==> src/rtl/alu_pkg.sv <==
// alu_pkg: operation codes, FSM state encoding and opcode class masks
// shared by the execute-stage ALU and its combinational core.
// Ports: none (package).
package alu_pkg;

   typedef enum logic [3:0] {
      OP_AND  = 4'b0000,
      OP_OR   = 4'b0001,
      OP_ADD  = 4'b0010,
      OP_SLTI = 4'b0011,
      OP_SRA  = 4'b0100,
      OP_XOR  = 4'b0101,
      OP_SUB  = 4'b0110,
      OP_SLT  = 4'b0111,
      OP_BEQ  = 4'b1000,
      OP_SLL  = 4'b1001,
      OP_BLT  = 4'b1010,
      OP_BGE  = 4'b1011,
      OP_ADDI = 4'b1100,
      OP_SRL  = 4'b1101,
      OP_BNE  = 4'b1110,
      OP_ZERO = 4'b1111
   } alu_op_e;

   typedef enum logic [1:0] {
      IDLE,
      SHIFT,
      DONE
   } exec_state_e;

   // One bit per opcode, indexed by the 4-bit code.
   // Shifts: 1001, 1101, 0100.
   localparam logic [15:0] OP_IS_SHIFT  = 16'h2210;
   // Branches: 1000, 1110, 1010, 1011.
   localparam logic [15:0] OP_IS_BRANCH = 16'h4D00;

endpackage

==> src/rtl/alu_exec_unit_comb.sv <==
// alu_comb: purely combinational single-cycle ALU ops and compares.
// Ports: op (4-bit code), a/b operands in; result and compare condition out.
// Shift codes pass a through unchanged (the shift-by-zero result).
module alu_comb
   import alu_pkg::*;
#(
   parameter int WIDTH = 32
) (
   input  logic [3:0]       op,
   input  logic [WIDTH-1:0] a,
   input  logic [WIDTH-1:0] b,
   output logic [WIDTH-1:0] result,
   output logic             cond
);

   logic lt;
   logic is_cmp;

   assign lt = $signed(a) < $signed(b);

   always_comb begin
      result = '0;
      cond   = 1'b0;
      is_cmp = 1'b0;
      case (op)
         OP_AND:            result = a & b;
         OP_OR:             result = a | b;
         OP_XOR:            result = a ^ b;
         OP_ADD, OP_ADDI:   result = a + b;
         OP_SUB:            result = a - b;
         OP_SLT, OP_SLTI: begin is_cmp = 1'b1; cond = lt;        end
         OP_BEQ:          begin is_cmp = 1'b1; cond = (a == b);  end
         OP_BNE:          begin is_cmp = 1'b1; cond = (a != b);  end
         OP_BLT:          begin is_cmp = 1'b1; cond = lt;        end
         OP_BGE:          begin is_cmp = 1'b1; cond = !lt;       end
         OP_SLL, OP_SRL, OP_SRA: result = a;
         default:           result = '0;
      endcase
      if (is_cmp) begin
         result = {{(WIDTH-1){1'b0}}, cond};
      end
   end

endmodule

==> src/rtl/alu_exec_unit.sv <==
// alu_exec_unit: execute-stage ALU with registered result, valid/ready on
// both sides; single-cycle ops finish in one cycle, shifts iterate 1 bit/cycle.
// Ports: clk, reset (sync, active-high), flush; in_valid/in_ready with
// Operation, SrcA, SrcB; out_valid/out_ready with ALUResult, BranchTaken.
module alu_exec_unit
   import alu_pkg::*;
#(
   parameter int WIDTH = 32,
   parameter int SHW   = 5
) (
   input  logic             clk,
   input  logic             reset,
   input  logic             flush,
   input  logic             in_valid,
   output logic             in_ready,
   input  logic [3:0]       Operation,
   input  logic [WIDTH-1:0] SrcA,
   input  logic [WIDTH-1:0] SrcB,
   output logic             out_valid,
   input  logic             out_ready,
   output logic [WIDTH-1:0] ALUResult,
   output logic             BranchTaken
);

   exec_state_e      state, state_nxt;
   logic [WIDTH-1:0] acc, acc_shifted, comb_result, result_q;
   logic [SHW-1:0]   cnt;
   logic [3:0]       op_q;
   logic             comb_cond, branch_q;
   logic             accept, start_shift;

   alu_comb #(.WIDTH(WIDTH)) u_comb (
      .op     (Operation),
      .a      (SrcA),
      .b      (SrcB),
      .result (comb_result),
      .cond   (comb_cond)
   );

   assign in_ready    = ((state == IDLE) || ((state == DONE) && out_ready))
                        && !reset && !flush;
   assign accept      = in_valid && in_ready;
   // Shift by zero takes the single-cycle path (alu_comb passes SrcA through).
   assign start_shift = OP_IS_SHIFT[Operation] && (SrcB[SHW-1:0] != '0);

   assign out_valid   = (state == DONE);
   assign ALUResult   = result_q;
   assign BranchTaken = branch_q;

   always_comb begin
      acc_shifted = acc;
      case (op_q)
         OP_SLL:  acc_shifted = {acc[WIDTH-2:0], 1'b0};
         OP_SRL:  acc_shifted = {1'b0, acc[WIDTH-1:1]};
         OP_SRA:  acc_shifted = {acc[WIDTH-1], acc[WIDTH-1:1]};
         default: acc_shifted = acc;
      endcase
   end

   always_ff @(posedge clk) begin
      if (reset) begin
         state <= IDLE;
      end else begin
         state <= state_nxt;
      end
   end

   always_comb begin
      state_nxt = state;
      case (state)
         IDLE: begin
            if (accept) state_nxt = start_shift ? SHIFT : DONE;
         end
         SHIFT: begin
            if (cnt == SHW'(1)) state_nxt = DONE;
         end
         DONE: begin
            if (out_ready) begin
               if (accept) state_nxt = start_shift ? SHIFT : DONE;
               else        state_nxt = IDLE;
            end
         end
         default: state_nxt = IDLE;
      endcase
      // accept already excludes flush, so this only needs to abort.
      if (flush) state_nxt = IDLE;
   end

   always_ff @(posedge clk) begin
      if (reset) begin
         acc      <= '0;
         cnt      <= '0;
         op_q     <= '0;
         result_q <= '0;
         branch_q <= 1'b0;
      end else if (accept) begin
         if (start_shift) begin
            acc  <= SrcA;
            cnt  <= SrcB[SHW-1:0];
            op_q <= Operation;
         end else begin
            result_q <= comb_result;
            branch_q <= comb_cond && OP_IS_BRANCH[Operation];
         end
      end else if ((state == SHIFT) && !flush) begin
         acc <= acc_shifted;
         cnt <= cnt - 1'b1;
         // Last step writes straight to the result so DONE needs no extra cycle.
         if (cnt == SHW'(1)) begin
            result_q <= acc_shifted;
            branch_q <= 1'b0;
         end
      end
   end

endmodule

==> config.mk <==
export PLATFORM = sky130hd
export DESIGN_NAME = alu_exec_unit
export DESIGN_NICKNAME = d
export VERILOG_FILES = /design/src/rtl/alu_pkg.sv /design/src/rtl/alu_exec_unit_comb.sv /design/src/rtl/alu_exec_unit.sv
export SDC_FILE = /design/constraint.sdc
export NUM_CORES = 1
export LEC_CHECK = 0
export BUFFER_PORTS_ARGS = -buffer_cell sky130_fd_sc_hd__buf_4
export CAP_MARGIN = 20
export CELL_PAD_IN_SITES_DETAIL_PLACEMENT = 1
export CELL_PAD_IN_SITES_GLOBAL_PLACEMENT = 1
export CORE_ASPECT_RATIO = 0.8
export CORE_MARGIN = 2
export CORE_UTILIZATION = 35
export CTS_CLUSTER_SIZE = 25
export DETAILED_ROUTE_END_ITERATION = 10
export GPL_TIMING_DRIVEN = 0
export HOLD_SLACK_MARGIN = 0.08
export PLACE_DENSITY = 0.65
export SYNTH_ARGS = -nofsm -noshare
export SYNTH_HDL_FRONTEND = slang
export SYNTH_SLANG_ARGS = --single-unit
==> constraint.sdc <==
create_clock -name clk -period 7.5 [get_ports clk]
set_input_delay 0.75 -clock clk [delete_from_list [all_inputs] [get_ports clk]]
set_output_delay 0.75 -clock clk [all_outputs]
set_load 0.01 [all_outputs]
* Word level (Yosys, flattened, before mapping)
Memories as Yosys holds them, arrays and structs flattened.
Cells that the tools add are included.
** Word-level totals
- Word-level logic and storage cells :: 95
- Output and inout bits :: 35
- Memories kept :: 2
- Bits of input ports :: 73
- Memory bits (read-only) :: 32
- Bits in registers :: 76
** Memories
- (no name shown) :: depth 16, width 1, read ports 1, clocked after Yosys merged registers in 0, wr ports 0, line alu_exec_unit.sv:103 : branch_q <= comb_cond && OP_IS_BRANCH[Operation];
- (no name shown) :: depth 16, width 1, read ports 1, clocked after Yosys merged registers in 0, wr ports 0, line alu_exec_unit.sv:44 : assign start_shift = OP_IS_SHIFT[Operation] && (SrcB[SHW-1:0] != '0);
** Cells by class
- Bitwise gates (word level) :: 3
- $add $sub $neg :: 3
- Multiplexer cells :: 27
- Reduce and logical (&&, ||, !) cells :: 25
- Order comparisons :: 2
- Equal/unequal tests :: 27
** Operators with widths (number)
- 2-to-1 mux 32 bit :: 8
- one-hot mux 32 bit (6 select lines) :: 1
- one-hot mux 32 bit (3 select lines) :: 1
- == test 4 bit (second input constant) :: 9
- adder 32 bit :: 1
- AND 32 bit :: 1
- == test 32 bit :: 1
- less-than comparator 32 bit :: 1
- inequality test 32 bit :: 1
- OR 32 bit :: 1
- subtractor 32 bit :: 1
- XOR 32 bit :: 1
- == test 4 x 3 -> 1 bit (second input constant) :: 5
- 2-to-1 mux 5 bit :: 3
- 2-to-1 mux 2 bit :: 5
- == test 4 x 2 -> 1 bit (second input constant) :: 2
- logical AND 1 bit :: 7
- 2-to-1 mux 1 bit :: 7
- inequality test 2 bit (second input constant) :: 3
- one-hot mux 2 bit (3 select lines) :: 1
- AND reduction 3 bit :: 2
- OR reduction 3 bit :: 2
- OR reduction 6 bit :: 1
- == test 5 x 1 -> 1 bit (second input constant) :: 1
- other kinds (15) :: 21

* Depth between registers and ports, before layout
- Word-level depth :: 9
- Mapped depth :: 12

* By module
A second synthesis with hierarchy kept.
** Unflattened totals
- Cells, all modules :: 1283
- Area total of the unflattened synthesis :: 9719.3 µm²
** By module, submodules not included
- alu_comb :: instances 1, area each 5363.9 µm², cells each 801, sequential area each 0.0 µm²
- alu_exec_unit :: instances 1, area each 4355.4 µm², cells each 482, sequential area each 1521.5 µm²

* Worst setup path before layout
Ideal clock, no wire load.
- Path type :: input to register
- Start :: input port SrcA[0]
- End :: register result_q[26] (netlist: ALUResult[26])
- Arrival :: 2.984 ns
- Slack :: 4.396 ns
- Data required time :: 7.380 ns
- Stages :: 12
- Path buffers :: 0
- Path through :: inv_1 -> ha_1 -> fa_1 -> nor3_2 -> o31ai_2 -> a31oi_2 -> o311ai_4 -> and2_4 -> o211ai_2 -> xor2_1 -> o21ai_1 -> a211o_1
** On the way
- Longest elaborated chain between the ends :: 5
- Elaborated cells on any way between the ends :: 6
- Classes of those cells :: add/sub (2); mux (4)
** Ends and longest elaborated chain
- start, declared :: line alu_exec_unit.sv:17 : input logic [WIDTH-1:0] SrcA,
- subtractor 32 bit or adder 32 bit (tied branches) :: line alu_exec_unit_comb.sv:30, alu_exec_unit_comb.sv:29
- one-hot mux 32 bit (6 select lines) (*) :: line alu_exec_unit_comb.sv:25 : case (op)
- 2-to-1 mux 32 bit (*) :: line alu_exec_unit_comb.sv:39 : if (is_cmp) begin
- 2-to-1 mux 32 bit (*) :: line alu_exec_unit.sv:97 : if (start_shift) begin
- 2-to-1 mux 32 bit (*) :: line alu_exec_unit.sv:96 : end else if (accept) begin
- end signal, assigned :: line alu_exec_unit.sv:102 : result_q <= comb_result;
- end signal, assigned :: line alu_exec_unit.sv:110 : result_q <= acc_shifted;
- end, declared :: line alu_exec_unit.sv:26 : logic [WIDTH-1:0] acc, acc_shifted, comb_result, result_q;
Every way passes the cells marked *; elsewhere a longest branch is shown, timed or not. The select of a mux whose other input is x is not followed.
A chain may end at the register's enable or synchronous reset.

* Final worst setup path
- Start :: input port SrcB[0]
- End :: register result_q[28] (netlist: ALUResult[28])
** On the way
- Longest elaborated chain between the ends :: 5
- Elaborated cells on any way between the ends :: 10
- Classes of those cells :: add/sub (2); eq/ne (1); mux (4); reduce/logical (3)
** Ends and longest elaborated chain
- start, declared :: line alu_exec_unit.sv:18 : input logic [WIDTH-1:0] SrcB,
- subtractor 32 bit or adder 32 bit (tied branches) :: line alu_exec_unit_comb.sv:30, alu_exec_unit_comb.sv:29
- one-hot mux 32 bit (6 select lines) :: line alu_exec_unit_comb.sv:25
- 2-to-1 mux 32 bit :: line alu_exec_unit_comb.sv:39
- 2-to-1 mux 32 bit :: line alu_exec_unit.sv:97
- 2-to-1 mux 32 bit :: line alu_exec_unit.sv:96
Several ways; a longest one is shown, not always the timed one. The select of a mux whose other input is x is not followed.

==> summary.txt <==
Clocking
  – Clk_lat worst skew: 0.36 ns
  – Post-cts resize count: 0
  – CTS tree: yes
  – Clock Sink Count: 76
  – Cts bufs inserted: 9
  – H-tree depth: 3
  – CTS Root Cell: clkbuf_16
  – Maximum clock path buffer count: 2
  – Post-CTS Hold Buffers: 0
  – CTS clk-pin slew, worst paths: 0.06 ns
  – Postcts setup bufs: 0

Worst setup path
  – Crit path buf inv count: 2
  – Critical path's most frequent cell: a21oi_1
  – Startpoint Class: input pin
  – CP Max Fanout: 6
  – Crit-path leading delay family: compound AO/OA/AOI/OAI gates
  – WP data arrival: 4.10 ns
  – Max incr delay on CP: 0.55 ns
  – CP max stage cell: a21oi_1
  – Worst-case reg-to-reg path depth: 8
  – Setup slack, reg-to-reg: 4.32 ns
  – Cell Chain, Critical Path: buf_4 > ha_1 > inv_1 > fa_1 > nor2b_1 > o31a_1 > o31ai_2 > a21oi_1 > a21oi_1 > a21oi_1 > mux2_1 > a221oi_1 > nor3_1
  – FF-to-FF Start: cnt[0]
  – R2R Path End: ALUResult[7]
  – Setup CP Type: in -> reg
  – Worst setup EP type: register
  – Worst path required time: 7.71 ns

Global routing
  – Largest net degree at the start of global routing: 12
  – GR Overflow Total: 0
  – Gr usage total: 0.326
  – Antenna violations before repair: 0
  – First-pass GRT wire length: 70000 um
  – Number of global-route vias before repair: 11200

Synthesis
  – Syn_area_per_cell: 7.02 um2
  – Syn Nets: 1538
  – Register area share after synthesis: 0.160
  – Ys Warns: 0
  – Share of flip-flops with an asynchronous set or reset: 0
  – Post-synth top area share: 0.160
  – Netlist cell types: 86
  – Main synth FF type: dfxtp_1
  – Post-synth top area cell: dfxtp_1
  – Synthesized flop and latch total: 76
  – Cell count after synthesis: 1357
  – List of most frequent post-synthesis cells: a21oi_1 (180), nor2_1 (173), ha_1 (106)
  – Post-synth EDFFs: 0
  – Syn Std Cell Area: 9530 um2
  – Most common cell in the synthesized netlist: a21oi_1
  – Top cells by area, synth: dfxtp_1 (16%), ha_1 (14%), a21oi_1 (9.5%)

Timing
  – Slew HR: 0.196
  – Clock Skew: 0.00811 ns
  – RSZ-0062 raised after global routing: no
  – Fin. max-slew vios: 0
  – Final Worst Setup Slack: 3.60 ns
  – Final worst-path cycle share: 0.519
  – Worst hold margin: 0.485 ns
  – Worst Tran Pin Value: 1.20 ns
  – Maximum clock frequency: 257 MHz
  – Setup tns final: 0 ns
  – Fin crit period: 3.90 ns
  – Setup-violating endpoint count in the final report: 0
  – Hold Vio Cnt, Final: 0

Hold path
  – Hold endpoint: ALUResult[9]
  – Hold WC Path Type: reg -> reg
  – WHS Path Cells: 2
  – Hold path start: ALUResult[9]

Pwr
  – Design Power: 0.00147 W
  – Comb power frac: 0.399
  – VDD IR max: 0.109 mV
  – Pint: 0.000901 W
  – Switching power: 0.000574 W
  – Power Density: 133 nW/um2
  – Flop pwr share: 0.283
  – P_leak: 4.49 nW
  – Switch share: 0.389
  – Clk pwr share: 0.318

Layout
  – Diodes inserted: 0
  – Share of cells above drive strength 1: 0.130
  – Fin nets: 1653
  – Fill count: 3404
  – Area growth, synth to finish: 16.1%

Drt
  – # DRC: 0
  – Drt pass-1 iters: 9
  – Detailed Route Iter0 Violations: 1391
  – Routed Antenna Nets: 0
  – Via count: 11600
  – DRT Wirelength: 47000 um
  – Vias per cell: 6.31
  – Wire per inst: 25.7 um

Floorplanning
  – Die height: 152 um
  – Number of core rows: 53
  – Initial core utilization: 0.359
  – I/O Pins: 108
  – Core Area: 26500 um2
  – Die area: 28600 um2
  – Die W: 188 um

Place
  – DP HPWL: 37400 um
  – GP Congestion: 0.977
  – I/O Buffers: 104
  – Setup WS pre-CTS: 3.34 ns

Flow run
  – Max cap viols: 0

Status
  – Status: completed
## how the worst max path moves through the flow
| stage | startpoint | to | slack [ns] | cells after the start |
|---|---|---|---|---|
| floorplan | SrcA[0] | ALUResult[26] | 4.40 | 12 |
| global placement | SrcB[0] | ALUResult[28] | 3.37 | 13 |
| detailed placement | SrcB[0] | ALUResult[28] | 3.34 | 13 |
| CTS | SrcB[0] | ALUResult[28] | 3.70 | 13 |
| global route | SrcB[0] | ALUResult[28] | 3.46 | 13 |
| finish | SrcB[0] | ALUResult[28] | 3.60 | 13 |
## state kept, by name (all words and copies together), names as in the netlist
name         flops
BranchTaken      1
cnt              5
op_q             4
state            2
acc             32
ALUResult       32
## cells by family (layout without fill, tap and decap cells)
logic type      Yosys count  after routing  synth area share
buf+inv                 207            325            0.0902
simple gates            435            435             0.217
xor+xnor                 24             24            0.0221
compound gates          494            494             0.353
mux                      13             13            0.0139
flops                    76             76             0.160
fa+ha+maj               108            108             0.143
## power by group through the flow
stage | sequential, W | clock [W] | combinational [W]
after floorplan | 0.000425 | 0 | 0.000356
after global placement | 0.000425 | 0 | 0.000564
after detailed placement | 0.000425 | 0 | 0.000571
after CTS | 0.000417 | 0.000471 | 0.000575
after global routing | 0.000417 | 0.000488 | 0.000635
final | 0.000417 | 0.000469 | 0.000588
## per-stage QoR
step	cells	utilization	instance area, um2
floorplan	1357	-	9530
detailed placement	1818	0.405	10800
global placement	1818	0.405	10800
global route	1832	0.417	11100
CTS	1832	0.417	11100
finish	1832	0.417	11100
## placed cells by master, fill, tap and decap left out, types with 6 or more instances in the layout
cell	n
a21oi_1	180
nor2_1	173
buf_4	109
ha_1	106
inv_1	102
nand2_1	97
dfxtp_1	76
o21ai_0	61
clkbuf_1	59
a222oi_1	42
nor3_1	33
nand3_1	29
a211oi_1	29
buf_2	26
xnor2_1	23
o31ai_1	18
a221oi_1	14
o22ai_1	13
o21bai_1	12
o211ai_1	12
nand4_1	12
mux2i_1	11
a31oi_1	11
o221ai_1	11
nor2b_1	10
nor4_1	10
a21o_1	9
nand2b_1	9
clkbuf_16	9
nor3b_1	8
o21a_1	7
and3_1	7
buf_1	6
a221o_1	6
a2111oi_0	6
a22oi_1	6
## final cells by class
cell class	instances	area [um2]	share of cell area
clock buffer	13	280	0.0253
timing repair buffer	104	781	0.0706
multi-input combinational	1074	7150	0.646
inverter	106	398	0.0360
sequential	76	1520	0.138
tap	357	447	0.0404
clock inverter	1	30.0	0.00271
buffer	101	462	0.0417
## per-layer routing
| layer | track usage | wire length [um] | vias to the layer above | part of all wire |
|---|---|---|---|---|
| li1 | - | - | 5197 | - |
| met1 | 0.459 | 21600 | 5740 | 0.46 |
| met2 | 0.512 | 20400 | 537 | 0.43 |
| met3 | 0.0518 | 3740 | 82 | 0.080 |
| met4 | 0.0953 | 1290 | 0 | 0.028 |
| met5 | 0 | 0 | - | 0 |
## worst min-delay path, cell delays in order, from the launching register on
cell and delay, ns:
dfxtp_1 0.32, nand2_1 0.06, a31oi_1 0.06
No activity file was read; power rests on OpenSTA's default activity.
